`config.mk`:
```
export PLATFORM = sky130hd
export DESIGN_NAME = ep2_port_demux
export DESIGN_NICKNAME = d
export VERILOG_FILES = /design/src/rtl/ep2_port_demux.sv
export SDC_FILE = /design/constraint.sdc
export NUM_CORES = 1
export LEC_CHECK = 0
export CAP_MARGIN = 20
export CELL_PAD_IN_SITES_DETAIL_PLACEMENT = 1
export CELL_PAD_IN_SITES_GLOBAL_PLACEMENT = 2
export CORE_UTILIZATION = 30
export CTS_CLUSTER_DIAMETER = 80
export DETAILED_ROUTE_END_ITERATION = 16
export GPL_ROUTABILITY_DRIVEN = 0
export GPL_TIMING_DRIVEN = 0
export PLACE_DENSITY = 0.86
export RECOVER_POWER = 25
export SYNTH_ARGS = -nofsm -noshare
export SYNTH_HDL_FRONTEND = slang
export SYNTH_SLANG_ARGS = --single-unit
```
`constraint.sdc`:
```
create_clock -name clk -period 3.66 [get_ports clk]
set_input_delay 0.366 -clock clk [delete_from_list [all_inputs] [get_ports clk]]
set_output_delay 0.366 -clock clk [all_outputs]
set_load 0.02 [all_outputs]
```
`src/rtl/ep2_port_demux.sv`:
```
// ep2_port_demux: parses the EP2 host-to-device byte stream into framed
// writes for the per-port write FIFOs.
// Frame layout is one port byte, then length high and length low bytes, then
// 'length' payload bytes.
// Payload is steered combinationally onto the shared FIFO bus.
// Per-port cumulative byte counts feed the memory arbitrator.
// Optional feature macro: EP2_DEMUX_DROP_COUNT_EN adds drop_count and
// frame_count statistics outputs.
module ep2_port_demux #(
  parameter int NUM_PORTS   = 4,
  parameter int PORT_BITS   = 3,
  parameter int COUNT_WIDTH = 32
) (
  input  logic                               clk,
  input  logic                               reset,
  input  logic [7:0]                         in_data,
  input  logic                               in_valid,
  output logic                               in_ready,
  output logic [7:0]                         fifo_data,
  output logic [NUM_PORTS-1:0]               fifo_write,
  input  logic [NUM_PORTS-1:0]               fifo_full,
  output logic [COUNT_WIDTH*NUM_PORTS-1:0]   byte_counts,
  output logic                               busy,
  output logic                               bad_port
`ifdef EP2_DEMUX_DROP_COUNT_EN
  ,
  output logic [15:0]                        drop_count,
  output logic [15:0]                        frame_count
`endif
);

  typedef enum logic [2:0] {
    HDR_PORT,
    HDR_LEN_HI,
    HDR_LEN_LO,
    PAYLOAD,
    DISCARD
  } state_t;

  state_t                 state_p1;
  state_t                 state_nxt;
  logic [PORT_BITS-1:0]   port_p1;
  logic [7:0]             len_hi_p1;
  logic [15:0]            remaining_p1;
  logic                   bad_port_p1;
  logic [COUNT_WIDTH-1:0] cnt_p1 [NUM_PORTS];

  logic [NUM_PORTS-1:0]   port_sel;
  logic                   port_full;
  logic                   port_ok;
  logic                   accept;
  logic                   last_byte;
  logic [15:0]            hdr_len;
  logic                   frame_done;

  // Decode the latched port into a one-hot select and look up its full flag.
  always_comb begin
    port_sel  = '0;
    for (int i = 0; i < NUM_PORTS; i++) begin
      port_sel[i] = (port_p1 == PORT_BITS'(i));
    end
    port_full = |(port_sel & fifo_full);
    port_ok   = (32'(port_p1) < NUM_PORTS);
  end

  // Handshake, zero-latency FIFO steering and status outputs.
  always_comb begin
    in_ready   = (state_p1 == PAYLOAD) ? !port_full : 1'b1;
    accept     = in_valid && in_ready;
    fifo_data  = in_data;
    fifo_write = (state_p1 == PAYLOAD && accept) ? port_sel : '0;
    busy       = (state_p1 != HDR_PORT);
    bad_port   = bad_port_p1;
    last_byte  = (remaining_p1 == 16'd1);
    hdr_len    = {len_hi_p1, in_data};
    frame_done = accept &&
                 (((state_p1 == HDR_LEN_LO) && (hdr_len == 16'd0)) ||
                  (((state_p1 == PAYLOAD) || (state_p1 == DISCARD)) && last_byte));
  end

  // Next-state logic for the frame parser.
  always_comb begin
    state_nxt = state_p1;
    case (state_p1)
      HDR_PORT:   if (accept) state_nxt = HDR_LEN_HI;
      HDR_LEN_HI: if (accept) state_nxt = HDR_LEN_LO;
      HDR_LEN_LO: begin
        if (accept) begin
          if (hdr_len == 16'd0) state_nxt = HDR_PORT;
          else if (!port_ok)    state_nxt = DISCARD;
          else                  state_nxt = PAYLOAD;
        end
      end
      PAYLOAD:    if (accept && last_byte) state_nxt = HDR_PORT;
      DISCARD:    if (accept && last_byte) state_nxt = HDR_PORT;
      default:    state_nxt = HDR_PORT;
    endcase
  end

  // State register.
  always_ff @(posedge clk) begin
    if (reset) state_p1 <= HDR_PORT;
    else       state_p1 <= state_nxt;
  end

  // Header capture, remaining-byte countdown and the bad-port pulse.
  always_ff @(posedge clk) begin
    if (reset) begin
      port_p1      <= '0;
      len_hi_p1    <= '0;
      remaining_p1 <= '0;
      bad_port_p1  <= 1'b0;
    end else begin
      bad_port_p1 <= 1'b0;
      if (accept) begin
        case (state_p1)
          HDR_PORT:   port_p1   <= in_data[PORT_BITS-1:0];
          HDR_LEN_HI: len_hi_p1 <= in_data;
          HDR_LEN_LO: begin
            remaining_p1 <= hdr_len;
            bad_port_p1  <= (hdr_len != 16'd0) && !port_ok;
          end
          PAYLOAD, DISCARD: remaining_p1 <= remaining_p1 - 16'd1;
          default: ;
        endcase
      end
    end
  end

  // Per-port cumulative write counters; wrap is intentional because the
  // arbitrator only ever consumes differences.
  always_ff @(posedge clk) begin
    for (int i = 0; i < NUM_PORTS; i++) begin
      if (reset)              cnt_p1[i] <= '0;
      else if (fifo_write[i]) cnt_p1[i] <= cnt_p1[i] + COUNT_WIDTH'(1);
    end
  end

  for (genvar g = 0; g < NUM_PORTS; g++) begin : g_cnt_out
    assign byte_counts[(g+1)*COUNT_WIDTH-1 : g*COUNT_WIDTH] = cnt_p1[g];
  end

`ifdef EP2_DEMUX_DROP_COUNT_EN
  function automatic logic [15:0] sat_inc16(input logic [15:0] v);
    return (v == 16'hFFFF) ? v : v + 16'd1;
  endfunction

  logic [15:0] drop_cnt_p1;
  logic [15:0] frame_cnt_p1;

  // Discarded-byte counter saturates; frame counter wraps.
  always_ff @(posedge clk) begin
    if (reset) begin
      drop_cnt_p1  <= '0;
      frame_cnt_p1 <= '0;
    end else begin
      if (accept && state_p1 == DISCARD) drop_cnt_p1 <= sat_inc16(drop_cnt_p1);
      if (frame_done)                    frame_cnt_p1 <= frame_cnt_p1 + 16'd1;
    end
  end

  assign drop_count  = drop_cnt_p1;
  assign frame_count = frame_cnt_p1;
`else
  logic unused_frame_done;
  assign unused_frame_done = frame_done;
`endif

endmodule

```
Yosys cells after proc, flatten, opt, wreduce, memory -nomap -nowiden
Memory sizes are Yosys's and may differ from the RTL's.
Cells that the tools add are included.
{"block": "word_totals", "reg_bits": 31, "ramBits": 128, "inputBits": 15, "output_inout_bits": 143, "wordCells": 78, "n_memories": 1}
{"block": "classes", "addsub": 5, "magnitude_cmp": 1, "n_eq_ne": 12, "mux": 28, "bitwise_logic": 7, "reduce_logical": 19}
{"name": "cnt_p1", "depth": 4, "word_bits": 32, "read_ports": 4, "rd_ports_with_merged_regs": 0, "wr": 4, "line_no": "46", "source": "logic [COUNT_WIDTH-1:0] cnt_p1 [NUM_PORTS];"}
{"cell": "adder 32 x 1 -> 32 bit, second input constant", "count": 4}
{"cell": "two-way mux 32 bit", "count": 4}
{"cell": "case mux 16 bit (2 select lines)", "count": 1}
{"cell": "two-way mux 3 bit", "count": 6}
{"cell": "== test 16 x 1 -> 1 bit, second input constant", "count": 1}
{"cell": "logical NOT 16 bit", "count": 1}
{"cell": "nonzero test 16 bit", "count": 1}
{"cell": "subtractor 16 x 1 -> 16 bit, second input constant", "count": 1}
{"cell": "two-way mux 1 bit", "count": 15}
{"cell": "== test 3 x 2 -> 1 bit, second input constant", "count": 4}
{"cell": "case mux 3 bit (4 select lines)", "count": 1}
{"cell": "== test 3 x 1 -> 1 bit, second input constant", "count": 2}
{"cell": "logical NOT 3 bit", "count": 2}
{"cell": "!= test 2 bit, second input constant", "count": 3}
{"cell": "AND reduction 2 bit", "count": 3}
{"cell": "AND 4 bit", "count": 1}
{"cell": "logical AND 1 bit", "count": 4}
{"cell": "two-way mux 4 bit", "count": 1}
{"cell": "bitwise OR 1 bit", "count": 4}
{"cell": "AND reduction 4 bit", "count": 1}
{"cell": "OR reduction 4 bit", "count": 1}
{"cell": "== test 3 bit, second input constant", "count": 1}
{"cell": "less-than comparator 3 bit, second input constant", "count": 1}
{"cell": "nonzero test 3 bit", "count": 1}
{"cell": "6 further kinds", "count": 8}

Longest topological paths before layout
{"block": "logic_depth", "word_depth": 12, "ltp_mapped": 8}

Worst setup path after synthesis
OpenSTA, ideal clock, no wires.
{"block": "synth_path", "path_kind": "input to register", "start": "input port in_valid", "end": "memory cnt_p1[3][0] (enable)", "setup_time_ns": 0.466, "arrival_time_ns": 3.500, "setup_slack_ns": -0.306, "path_stages": 4, "path_buffers": 1, "cell_sequence": "clkbuf_1 -> nand2_1 -> or3_4 -> o21ai_0"}
{"element": "start, declared", "line_no": "17", "source": "input logic in_valid,"}
{"element": "end, declared", "line_no": "46"}

Worst setup path in the final report
{"block": "layout_path", "start": "register port_p1[2]", "end": "output port fifo_write[0]"}
{"block": "layout_via", "elab_chain_len": 8}
{"element": "start, declared", "line_no": "42", "source": "logic [PORT_BITS-1:0] port_p1;"}
{"element": "start signal, assigned", "line_no": "117", "source": "HDR_PORT: port_p1 <= in_data[PORT_BITS-1:0];"}
{"element": "== test 3 x 1 -> 1 bit, or another cell as far along", "line_no": "60", "source": "port_sel[i] = (port_p1 == PORT_BITS'(i));"}
{"element": "AND 4 bit", "line_no": "62", "source": "port_full = |(port_sel & fifo_full);"}
{"element": "OR reduction 4 bit", "line_no": "62"}
{"element": "logical NOT 1 bit", "line_no": "68", "source": "in_ready = (state_p1 == PAYLOAD) ? !port_full : 1'b1;"}
{"element": "two-way mux 1 bit", "line_no": "68"}
{"element": "logical AND 1 bit", "line_no": "69", "source": "accept = in_valid && in_ready;"}
{"element": "logical AND 1 bit", "line_no": "71", "source": "fifo_write = (state_p1 == PAYLOAD && accept) ? port_sel : '0;"}
{"element": "two-way mux 4 bit *", "line_no": "71"}
{"element": "end, declared", "line_no": "20", "source": "output logic [NUM_PORTS-1:0] fifo_write,"}
Every way passes the cells marked *; elsewhere a longest branch is shown, timed or not.

==> flow_metrics.env <==
export IMPL_clk_latency_ns=0.43
export IMPL_cts_sinks=159
export IMPL_final_max_slew_violation_count=0
export IMPL_grt_max_degree=33
export IMPL_dpl_hpwl_um=17700
export IMPL_synth_most_common_cell="nor2_1"
export IMPL_fin_crit_sh_pct=86.2
export IMPL_hold_class="flip-flop to flip-flop"
export IMPL_drtPass1Iterations=4
export IMPL_grt_overflow=0
export IMPL_hold_violations=0
export IMPL_drc=0
export IMPL_status="finished, final reports clean"
export IMPL_switching_share_pct=28.5
export IMPL_seqCellArea_um2=4460
export IMPL_power_share_clock_pct=39.5
export IMPL_die_w_um=173
export IMPL_arrival_ns=2.79
export IMPL_cp_data_required_time_ns=3.29
export IMPL_yosysWarnings=0
export IMPL_ir_drop_uv=304
export IMPL_dieArea_um2=29800
export IMPL_synth_area_leaders="edfxtp_1 44%, xor2_1 8.6%, nor2_1 7.2%"
export IMPL_cts_resized=0
export IMPL_io_buffer_count=155
export IMPL_p_int_w=0.00313
export IMPL_leakagePower_nw=3.87
export IMPL_critPathMaxFanout=8
export IMPL_path_clk_slew_ns=0.07
export IMPL_power_switching_w=0.00125
export IMPL_power_frac_seq_pct=48.3
export IMPL_antenna_cells=0
export IMPL_globalRouteTotalUtil_pct=16.7
export IMPL_syn2layout_area_growth_pct=30.6
export IMPL_via_per_inst=5.02
export IMPL_period_needed_ns=3.16
export IMPL_ant_nets=0
export IMPL_crit_path_end_kind="output port"
export IMPL_fmax_ghz=0.317
export IMPL_wire_per_inst_um=17.0
export IMPL_wirelength_um=24700
export IMPL_syn_area_per_cell_um2=9.95
export IMPL_synth_seq_cells=159
export IMPL_synthFlopType="edfxtp_1"
export IMPL_yosysSeqAreaShare_pct=51.1
export IMPL_synthCells=878
export IMPL_cap_violations=0
export IMPL_setup_viol=0
export IMPL_rsz0062_at_grt="false"
export IMPL_slew_headroom_pct=29.1
export IMPL_cts_tree="built"
export IMPL_synth_top_area_share_pct=44.0
export IMPL_async_reset_ff_share_pct=0
export IMPL_synth_top_cell_by_area="edfxtp_1"
export IMPL_crit_path_start_kind="flip-flop"
export IMPL_power_density_nw_per_um2=384
export IMPL_synthTopCellsByCount="168 x nor2_1, 128 x edfxtp_1, 86 x xor2_1"
export IMPL_grt_pass1_vias=7435
export IMPL_num_io_pins=158
export IMPL_ys_types=53
export IMPL_cts_hold_buffers=0
export IMPL_htreeDepth=4
export IMPL_die_h_um=173
export IMPL_row_count=62
export IMPL_drive_gt1_share_pct=6.93
export IMPL_drt_iter0_markers=367
export IMPL_initial_core_util_pct=30.4
export IMPL_via_count=7284
export IMPL_fin_skew_ns=0.0193
export IMPL_post_cts_buffers=0
export IMPL_crit_type="flip-flop to output port"
export IMPL_pwr_share_comb_pct=12.2
export IMPL_final_core_util_pct=39.7
export IMPL_clk_path_buf_depth=2
export IMPL_cts_root_buf="clkbuf_16"
export IMPL_nets=1076
export IMPL_syn_area_um2=8730
export IMPL_worst_pin_slew_ns=1.05
export IMPL_cts_inserted_buffers=17
export IMPL_fillers=3283
export IMPL_antenna_found_initial=0
export IMPL_grt_pass1_wl_um=40500
export IMPL_multiInputGateArea_um2=3980
export IMPL_fp_coreArea_um2=28700
export IMPL_totalNegativeSetupSlack_ns=0
export IMPL_synth_fp_nets=899
export IMPL_synth_edf_count=128
flip-flops by register name, summed over array words and instances (netlist names):
| name | count |
|---|---|
| remaining_p1 | 16 |
| state_p1 | 3 |
| cnt_p1 | 128 |
| len_hi_p1 | 8 |
| bad_port | 1 |
| port_p1 | 3 |
per-layer routing:
metal	global-route usage, %	routed length (um)	up-vias
li1	-	-	3521
met1	23.0	12000	3613
met2	27.4	11700	128
met3	2.35	691	22
met4	4.61	324	0
met5	0	0	-
kinds of logic after synthesis:
kind of cell	share of synthesized area, %
compound gates	5.65
fa+ha+maj	0.860
mux	1.89
buf+inv	3.47
flops	51.1
simple gates	25.8
xor+xnor	11.2
layout by cell type (no fill, tap or decap), types with 3 or more instances in the layout:
cell type and instances:
a21o_1 12, a21oi_1 33, and2_1 4, and3_1 26, and4_1 12, buf_2 5, buf_4 8, buf_6 6
clkbuf_1 24, clkbuf_16 17, clkdlybuf4s50_1 52, clkinv_4 5, dfxtp_1 31, dlygate4sd3_1 103, edfxtp_1 128, ha_1 6
inv_1 16, inv_6 3, mux2_2 4, mux2i_1 12, nand2_1 49, nand2b_1 5, nand3_1 63, nand4_1 50
nor2_1 168, nor2b_1 4, nor3_1 14, nor4_1 10, nor4_2 7, o21ai_0 22, o32ai_1 3, or2_2 3
or3_1 12, or4_1 3, xnor2_1 26, xor2_1 86
through the flow:
stage / std cells / hold slack (ns) / setup WS (ns) / area [um^2] / power, W
floorplan: 878 / 0.444 / -0.306 / 8730 / 0.00245
global placement: 1417 / 0.466 / -1.76 / 10800 / 0.00269
detailed placement: 1419 / 0.467 / 0.695 / 10800 / 0.00271
CTS: 1451 / 0.468 / 0.429 / 11400 / 0.00445
global route: 1452 / 0.501 / 0.367 / 11400 / 0.00455
finish: 1452 / 0.477 / 0.503 / 11400 / 0.00438
critical path: stages, from the launching register on:
cell and delay (ns):
dfxtp_1 0.40, or3b_4 0.44, nor4b_1 0.74, clkdlybuf4s50_1 0.79
final cells by class:
cell class / count / area share, %
timing repair buffer: 158 / 14.2
buffer: 43 / 2.13
multi-input combinational: 660 / 34.9
clock buffer: 18 / 3.76
tap: 384 / 4.21
inverter: 16 / 0.527
sequential: 159 / 39.2
clock inverter: 14 / 1.13
power groups by stage:
stage / sequential [W] / combinational [W] / clock [W]
global placement: 0.00216 / 0.000537 / 0
floorplan: 0.00219 / 0.000260 / 0
finish: 0.00211 / 0.000536 / 0.00173
global route: 0.00213 / 0.000582 / 0.00184
CTS: 0.00211 / 0.000555 / 0.00178
detailed placement: 0.00215 / 0.000552 / 0
path summary, 6_finish.rpt:
| path | from | endpoint | slack, ns | depth (start not counted) |
|---|---|---|---|---|
| hold reg to reg | remaining_p1[6] | remaining_p1[6] | 0.48 | 2 |
| setup / recovery | port_p1[2] | fifo_write[0] | 0.50 | 3 |
| setup reg to reg | port_p1[2] | cnt_p1[0][2] | 0.92 | 3 |
| hold / removal | remaining_p1[6] | remaining_p1[6] | 0.48 | 2 |
Power figures use the tool's default switching activity.
